--- config.mk ---
export PLATFORM = sky130hd
export DESIGN_NAME = reciprocal_nr_flat
export DESIGN_NICKNAME = d
export VERILOG_FILES = /design/src/rtl/reciprocal_nr_if.sv /design/src/rtl/reciprocal_nr.sv /design/src/flat_wrapper.sv
export SDC_FILE = /design/constraint.sdc
export NUM_CORES = 2
export LEC_CHECK = 0
export CAP_MARGIN = 5
export CORE_AREA = 2 2 237 239
export CTS_BUF_LIST = sky130_fd_sc_hd__clkbuf_4 sky130_fd_sc_hd__clkbuf_8
export CTS_CLUSTER_DIAMETER = 80
export DETAILED_ROUTE_END_ITERATION = 8
export DIE_AREA = 0 0 239 241
export GPL_ROUTABILITY_DRIVEN = 1
export HOLD_SLACK_MARGIN = 0.1
export PLACE_DENSITY = 0.7
export SLEW_MARGIN = 10
export SYNTH_ARGS = -nofsm -noshare
export SYNTH_HDL_FRONTEND = slang
export SYNTH_SLANG_ARGS = --single-unit
--- constraint.sdc ---
create_clock -name clk -period 8.9 [get_ports clk]
set_input_delay 1.78 -clock clk [delete_from_list [all_inputs] [get_ports clk]]
set_output_delay 1.78 -clock clk [all_outputs]
set_load 0.02 [all_outputs]
--- src/rtl/reciprocal_nr_if.sv ---
// Operand/result handshake bundle for reciprocal_nr: valid/ready in, valid/ready out.
// The master side produces operands and consumes results; the slave side is the divider.
interface reciprocal_nr_if;
  logic [23:0] in_data;
  logic        in_valid;
  logic        in_ready;
  logic [23:0] out_data;
  logic        out_sat;
  logic        out_valid;
  logic        out_ready;

  modport master (
    output in_data,
    output in_valid,
    input  in_ready,
    input  out_data,
    input  out_sat,
    input  out_valid,
    output out_ready
  );

  modport slave (
    input  in_data,
    input  in_valid,
    output in_ready,
    output out_data,
    output out_sat,
    output out_valid,
    input  out_ready
  );
endinterface

--- src/rtl/reciprocal_nr.sv ---
// Sequential signed Q12.12 reciprocal by Newton-Raphson on a single shared 24x24 multiplier.
// Optional RECIP_POW2_FAST_EN: exact 2.0 seed and skipped iterations when |x| is a power of two.
module reciprocal_nr #(
  parameter int unsigned ITERS = 3
) (
  input  logic           clk,
  input  logic           reset,
  reciprocal_nr_if.slave bus
);

  localparam logic [2:0] StIdle   = 3'd0;
  localparam logic [2:0] StNorm   = 3'd1;
  localparam logic [2:0] StSeed   = 3'd2;
  localparam logic [2:0] StMulE   = 3'd3;
  localparam logic [2:0] StMulX   = 3'd4;
  localparam logic [2:0] StDenorm = 3'd5;
  localparam logic [2:0] StDone   = 3'd6;

  localparam logic [23:0] SeedC0   = 24'hB4B4B5;  // 48/17 in Q2.22
  localparam logic [23:0] SeedC1   = 24'h787878;  // 32/17 in Q2.22
  localparam logic [23:0] Two      = 24'h800000;  // 2.0 in Q2.22, also 0.5 in Q0.24
  localparam logic [23:0] SatMag   = 24'h7FFFFF;
  localparam logic [23:0] SatNeg   = 24'h800000;
  localparam logic [2:0]  LastIter = 3'(ITERS - 1);

  logic [2:0]  state_q, state_d;
  logic        sign_q, sign_d;
  logic [23:0] mag_q, mag_d;      // |x| in IDLE/NORM, normalised d afterwards
  logic [4:0]  shift_q, shift_d;
  logic [23:0] x_q, x_d;
  logic [23:0] e_q, e_d;
  logic [2:0]  iter_q, iter_d;
  logic [23:0] out_data_q, out_data_d;
  logic        out_sat_q, out_sat_d;

  logic [4:0]  lzc_n;
  logic [23:0] mul_a, mul_b;
  logic [47:0] prod;
  logic [26:0] x_ext, r_mag;
  logic        r_sat;
  logic        unused_prod;

  always_comb begin
    lzc_n = 5'd24;
    for (int i = 0; i < 24; i++) begin
      if (mag_q[i]) lzc_n = 5'(23 - i);
    end
  end

  // Operand mux for the one shared multiplier.
  always_comb begin
    mul_a = mag_q;
    mul_b = x_q;
    case (state_q)
      StSeed: begin
        mul_a = SeedC1;
        mul_b = {2'b00, mag_q[23:2]};
      end
      StMulX: begin
        mul_a = x_q;
        mul_b = Two - e_q;
      end
      default: ;
    endcase
  end

  assign prod        = {24'd0, mul_a} * {24'd0, mul_b};
  assign unused_prod = ^prod[21:0];

  assign x_ext = {3'b000, x_q};

  always_comb begin
    if (shift_q <= 5'd22) begin
      r_mag = x_ext >> (5'd22 - shift_q);
    end else begin
      r_mag = x_ext << (shift_q - 5'd22);
    end
    r_sat = (shift_q == 5'd24) || (r_mag > {3'b000, SatMag});
  end

  always_comb begin
    state_d    = state_q;
    sign_d     = sign_q;
    mag_d      = mag_q;
    shift_d    = shift_q;
    x_d        = x_q;
    e_d        = e_q;
    iter_d     = iter_q;
    out_data_d = out_data_q;
    out_sat_d  = out_sat_q;
    case (state_q)
      StIdle: begin
        if (bus.in_valid) begin
          sign_d  = bus.in_data[23];
          mag_d   = bus.in_data[23] ? (~bus.in_data + 24'd1) : bus.in_data;
          state_d = StNorm;
        end
      end
      StNorm: begin
        shift_d = lzc_n;
        mag_d   = mag_q << lzc_n;
        state_d = (lzc_n == 5'd24) ? StDenorm : StSeed;
      end
      StSeed: begin
        x_d     = SeedC0 - prod[45:22];
        iter_d  = 3'd0;
        state_d = StMulE;
`ifdef RECIP_POW2_FAST_EN
        if (mag_q == Two) begin
          x_d     = Two;
          state_d = StDenorm;
        end
`endif
      end
      StMulE: begin
        e_d     = prod[47:24];
        state_d = StMulX;
      end
      StMulX: begin
        x_d = prod[45:22];
        if (iter_q == LastIter) begin
          state_d = StDenorm;
        end else begin
          iter_d  = iter_q + 3'd1;
          state_d = StMulE;
        end
      end
      StDenorm: begin
        out_sat_d = r_sat;
        if (r_sat) begin
          out_data_d = sign_q ? SatNeg : SatMag;
        end else begin
          out_data_d = sign_q ? (~r_mag[23:0] + 24'd1) : r_mag[23:0];
        end
        state_d = StDone;
      end
      StDone: begin
        if (bus.out_ready) state_d = StIdle;
      end
      default: state_d = StIdle;
    endcase
  end

  always_ff @(posedge clk) begin
    if (reset) begin
      state_q    <= StIdle;
      sign_q     <= 1'b0;
      mag_q      <= '0;
      shift_q    <= '0;
      x_q        <= '0;
      e_q        <= '0;
      iter_q     <= '0;
      out_data_q <= '0;
      out_sat_q  <= 1'b0;
    end else begin
      state_q    <= state_d;
      sign_q     <= sign_d;
      mag_q      <= mag_d;
      shift_q    <= shift_d;
      x_q        <= x_d;
      e_q        <= e_d;
      iter_q     <= iter_d;
      out_data_q <= out_data_d;
      out_sat_q  <= out_sat_d;
    end
  end

  assign bus.in_ready  = (state_q == StIdle);
  assign bus.out_valid = (state_q == StDone);
  assign bus.out_data  = out_data_q;
  assign bus.out_sat   = out_sat_q;

endmodule
--- src/flat_wrapper.sv ---
// flat-port wrapper written by rule: the top's interface ports become plain ports
module reciprocal_nr_flat 
#(
  parameter int unsigned ITERS = 3
)
  (clk, reset, bus_in_data, bus_in_valid, bus_in_ready, bus_out_data, bus_out_sat, bus_out_valid, bus_out_ready);
  reciprocal_nr_if bus_i ();
  input  logic clk;
  input  logic reset;
  input wire logic [$bits(bus_i.in_data)-1:0] bus_in_data;
  input wire logic [$bits(bus_i.in_valid)-1:0] bus_in_valid;
  output wire logic [$bits(bus_i.in_ready)-1:0] bus_in_ready;
  output wire logic [$bits(bus_i.out_data)-1:0] bus_out_data;
  output wire logic [$bits(bus_i.out_sat)-1:0] bus_out_sat;
  output wire logic [$bits(bus_i.out_valid)-1:0] bus_out_valid;
  input wire logic [$bits(bus_i.out_ready)-1:0] bus_out_ready;
  assign bus_i.in_data = bus_in_data;
  assign bus_i.in_valid = bus_in_valid;
  assign bus_in_ready = bus_i.in_ready;
  assign bus_out_data = bus_i.out_data;
  assign bus_out_sat = bus_i.out_sat;
  assign bus_out_valid = bus_i.out_valid;
  assign bus_i.out_ready = bus_out_ready;
  reciprocal_nr #(.ITERS(ITERS)) u_core (.clk(clk), .reset(reset), .bus(bus_i));
endmodule
Word-level counts from Yosys, hierarchy flattened
Index checks and enable logic that the tools add are counted.
{ "classes": {"multipliers": 1, "muxes": 41, "n_addsub": 7, "eq_ne": 12, "shifts": 3, "n_bitwise": 2, "reduce_logical": 8, "magnitude_cmp": 2} }
{ "op_table": {"columns": ["operator", "n"], "rows": [
  ["24-bit case mux with 2 select lines", 4],
  ["24-bit 2-to-1 mux", 5],
  ["5-bit 2-to-1 mux", 16],
  ["24-bit by 1-bit adder with 24-bit output (second input constant)", 2],
  ["24-bit by 24-bit multiplier with 48-bit output", 1],
  ["24-bit inverter", 2],
  ["24-bit subtractor (first input constant)", 2],
  ["4-bit 2-to-1 mux", 8],
  ["27-bit by 23-bit greater-than comparator with 1-bit output (second input constant)", 1],
  ["27-bit 2-to-1 mux", 1],
  ["24-bit by 5-bit left shift with 27-bit output", 1],
  ["24-bit by 5-bit right shift with 27-bit output", 1],
  ["24-bit by 5-bit left shift with 24-bit output", 1],
  ["3-bit case mux with 7 select lines", 1],
  ["3-bit 2-to-1 mux", 5],
  ["5-bit == test (second input constant)", 2],
  ["3-bit by 2-bit == test with 1-bit output (second input constant)", 3],
  ["3-bit == test (second input constant)", 3],
  ["2-bit AND reduction", 4],
  ["3-bit case mux with 2 select lines", 1],
  ["5-bit less-or-equal comparator (second input constant)", 1],
  ["5-bit subtractor (first input constant)", 1],
  ["5-bit subtractor (second input constant)", 1],
  ["2-bit inequality test (second input constant)", 2],
  ["6 further kinds", 7]
]} }
{ "word_totals": {"ff_bits": 109, "inputBits": 28} }

Longest topological paths before layout
{ "logic_depth": {"word_depth": 27, "depth_mapped": 39, "ltp_nobuf": 37} }

Least setup slack after synthesis
Ideal clock, no wire load.
{ "synth_timing": {"kind": "reg-to-reg", "from": "reg u_core.e_q[0]", "to": "reg u_core.x_q[23]", "setup_time_ns": 0.074, "arrival_ns": 9.206, "path_stages_with_launch": 37, "setup_slack_ns": -0.381, "required_ns": 8.826, "cell_sequence": "dfxtp_1 inv_1 ha_1 nor3b_1 nand2_1 or4_1 inv_1 nand2_1 xor2_1 a221oi_1 clkbuf_1 nor2_1 fa_1 inv_1 fa_1 inv_1 fa_1 fa_1 fa_1 fa_1 inv_1 fa_1 inv_1 ha_1 clkbuf_1 and3_1 clkbuf_1 a31oi_1 o211ai_1 o311a_1 a2111oi_2 o21bai_1 xor2_1 o21ai_0 o21a_1 or3_1 a31oi_1"} }
{ "synth_between": {"elab_chain_cells": 5} }
{ "synth_lines": {"columns": ["element", "line", "source"], "rows": [
  ["from (decl)", "reciprocal_nr.sv:31", "logic [23:0] e_q, e_d;"],
  ["from (signal assigned)", "reciprocal_nr.sv:151", "e_q <= '0;"],
  ["from (signal assigned)", "reciprocal_nr.sv:161", "e_q <= e_d;"],
  ["24-bit subtractor *", "reciprocal_nr.sv:61", "mul_b = Two - e_q;"],
  ["24-bit case mux with 2 select lines *", "reciprocal_nr.sv:54", "case (state_q)"],
  ["24-bit by 24-bit multiplier with 48-bit output *", "reciprocal_nr.sv:67", "assign prod = {24'd0, mul_a} * {24'd0, mul_b};"],
  ["24-bit subtractor", "reciprocal_nr.sv:105", "x_d = SeedC0 - prod[45:22];"],
  ["24-bit case mux with 2 select lines *", "reciprocal_nr.sv:91", "case (state_q)"],
  ["to (signal assigned)", "reciprocal_nr.sv:150", "x_q <= '0;"],
  ["to (signal assigned)", "reciprocal_nr.sv:160", "x_q <= x_d;"],
  ["to (decl)", "reciprocal_nr.sv:30", "logic [23:0] x_q, x_d;"]
]} }
Every way passes the cells marked *; elsewhere a longest branch is shown, timed or not.
A chain may end at the register's enable or synchronous reset.

Worst setup path in the final report
{ "layout_timing": {"from": "reg u_core.e_q[11]", "to": "reg u_core.x_q[16]"} }
The elaborated chain is that of the path after synthesis.

==> impl_metrics.py <==
metrics = {
    "run_status": {
        "status": "finished with violations",
        "violations": "setup timing",
    },
    "synth": {
        "synth_edf_count": 0,
        "mappedNetlistArea_um2": 29940,
        "synthArstFlopShare_pct": 0,
        "synth_seq_cells": 109,
        "synth-main-ff-cell": "dfxtp_1",
        "synth_cells": 3699,
        "syn_area_per_cell_um2": 8.095,
        "ys.warnings.count": 0,
        "yosysUniqueCellTypes": 99,
        "syn_nets": 4389,
        "synth.yosys.seq_area_share_pct": 7.287,
    },
    "clock_tree": {
        "clock-sinks": 109,
        "cts-root-buf": "clkbuf_8",
        "insertion_delay_ns": 0.43,
        "path_clk_slew_ns": 0.13,
        "htreeDepth": 3,
        "cts_tree": "done",
        "clock_path_buffers": 2,
        "cts.hold.buffers_added": 0,
        "cts_buffers": 9,
    },
    "timing": {
        "fmax_mhz": 108.3,
        "fin_skew_ns": 0.02318,
        "slew_headroom_pct": 25.47,
        "worst_slew_pin_slew_ns": 1.117,
        "finalMaxSlewViolations": 0,
        "period_share_pct": 103.8,
        "whs_ns": 0.4560,
        "fin_setup_tns_ns": -2.833,
        "hold_violations": 0,
        "setup_viol": 19,
        "period_minus_slack_ns": 9.237,
        "fin_ws_ns": -0.3367,
        "rsz0062_at_grt": "true",
    },
    "routing": {
        "drt-total-wl_mm": 105.2,
        "vias": 28450,
        "firstDrtPassIters": 6,
        "dr.first_iter.drc_count": 2802,
        "routedWlPerCell_um": 22.18,
        "via_per_inst": 5.996,
        "drc": 0,
        "postRouteAntennaNets": 0,
    },
    "placement": {
        "place_area_um2": 34620,
        "place_inst": 4685,
        "hpwl_mm": 85.76,
        "place_congestion": 1.013,
        "portBuffers": 54,
    },
    "critical_path": {
        "slowest_stage": "or4_4",
        "crit_buf_inv": 8,
        "ff2ff_path_depth": 34,
        "cpLargestDelayFamily": "adder cells",
        "r2r-start": "u_core.e_q[11]",
        "crit_arrival_ns": 9.50,
        "end_kind": "flip-flop",
        "crit_type": "flip-flop to flip-flop",
        "required_ns": 9.16,
        "cp_common_cell": "fa_1",
        "crit_start": "u_core.e_q[11]",
        "start_kind": "flip-flop",
        "cp_max_fo": 4,
        "max_stage_delay_ns": 0.57,
        "cp_num_cells": 34,
    },
    "layout": {
        "final_layout_size_suffix_gt1_share_pct": 20.26,
        "layout_common_cells": "inv_1 (594), nand2_1 (519), fa_1 (477), buf_4 (456), nor2_1 (382)",
        "n_fill_cell": 4734,
        "final_common_cell": "inv_1",
        "area_delta_synth_final_pct": 20.40,
        "stdcell_area_um2": 36050,
        "layout.cells.non_filler": 4744,
        "nets": 4722,
    },
    "floorplanning": {
        "core_area_um2": 54880,
        "start_util_pct": 54.56,
        "die_x_um": 239,
        "chipHeight_um": 241,
        "rows": 86,
        "dieArea_um2": 57600,
        "ios": 55,
    },
    "grt": {
        "grt_pass1_vias": 28330,
        "antenna_found_initial": 1,
        "grt_max_degree": 94,
        "track_usage_pct": 37.03,
        "overflow": 0,
        "grt_pass1_wl_mm": 162.5,
    },
    "hold_path": {
        "min_path_cells": 2,
        "hp-start": "u_core.bus.out_data[1]",
        "hp-class": "flip-flop to flip-flop",
    },
    "flow_run": {
        "cap_violations": 0,
    },
}
==> cell usage after synthesis (21+ instances only) <==
cell	n	area (um2)
a211oi_1	25	187.7
a21oi_1	159	795.8
a221oi_1	26	227.7
a22oi_1	25	187.7
a31oi_1	22	137.6
and2_1	39	244.0
buf_2	21	105.1
clkbuf_1	202	758.2
dfxtp_1	109	2182
fa_1	481	9629
ha_1	181	2265
inv_1	603	2263
mux2_2	29	326.6
mux2i_1	66	660.6
mux4_2	52	1171
nand2_1	529	1986
nand3_1	48	240.2
nor2_1	398	1494
nor3_1	55	275.3
o21ai_0	93	465.5
o22ai_1	28	175.2
xnor2_1	55	481.7
xor2_1	37	324.1
==> kinds of logic (layout without fill, tap and decap cells) <==
kind of cell	count (synthesis)	count (layout)	synth area share (%)
and+or+nand+nor	1217	1217	17.60
buffers and inverters	852	1190	11.06
adders and majority gates	662	662	39.72
AOI/OAI and AO/OA	610	610	14.03
muxes	155	155	7.509
DFF	109	109	7.287
xor gates and xnor gates	94	94	2.800
other	0	3	0
==> worst min-delay path: cells and delay by family (launching register included) <==
kind          cells  cell delay [ns]
flops             1             0.33
simple gates      2             0.09
==> flip-flops by register name (all words and copies together), names as in the netlist <==
signal,cells
u_core.bus.out_data,24
u_core.e_q,24
u_core.mag_q,24
u_core.x_q,24
u_core.shift_q,5
u_core.iter_q,3
u_core.state_q,3
u_core.bus.out_sat,1
u_core.sign_q,1
==> per-layer routing <==
layer | share of wire (%) | GRT usage (%)
met4 | 5.1 | 16.53
met2 | 44 | 56.80
met5 | 0 | 0
met1 | 41 | 51.09
met3 | 10 | 7.183
==> timing repair <==
item	CTS	global route
endpoints found under the setup margin	22	31
setup buffers	20	21
gates resized for setup	80	117
pin swaps	46	58
gates cloned	0	0
==> final timing paths <==
| kind | endpoint | slack (ns) |
|---|---|---|
| worst max-delay path | u_core.x_q[16] | -0.34 |
| worst min-delay path | u_core.bus.out_data[1] | 0.46 |
| worst max register to register | u_core.x_q[16] | -0.34 |
| worst min register to register | u_core.bus.out_data[1] | 0.46 |
==> per-stage QoR <==
stage / util [%] / worst slack [ns]
floorplan: - / 0.01300
global placement: 63.08 / -0.3663
detailed placement: 63.08 / -0.5734
CTS: 64.42 / -0.1454
global route: 65.68 / -0.6180
finish: 65.70 / -0.3367
==> cell type report <==
type                            instances  area [um2]  area share (%)
Clock buffer                            9       123.9          0.3436
Timing Repair Buffer                  567        5012           13.90
Clock inverter                          7       82.58          0.2290
Sequential cell                       109        2196           6.091
Inverter                              607        2287           6.344
Antenna cell                            3       7.507         0.02082
Tap cell                              704       880.8           2.443
Multi-Input combinational cell       2738       25460           70.63
Power is not shown: default switching activity piles up to over one toggle a cycle in this logic, so the estimate is an artifact.
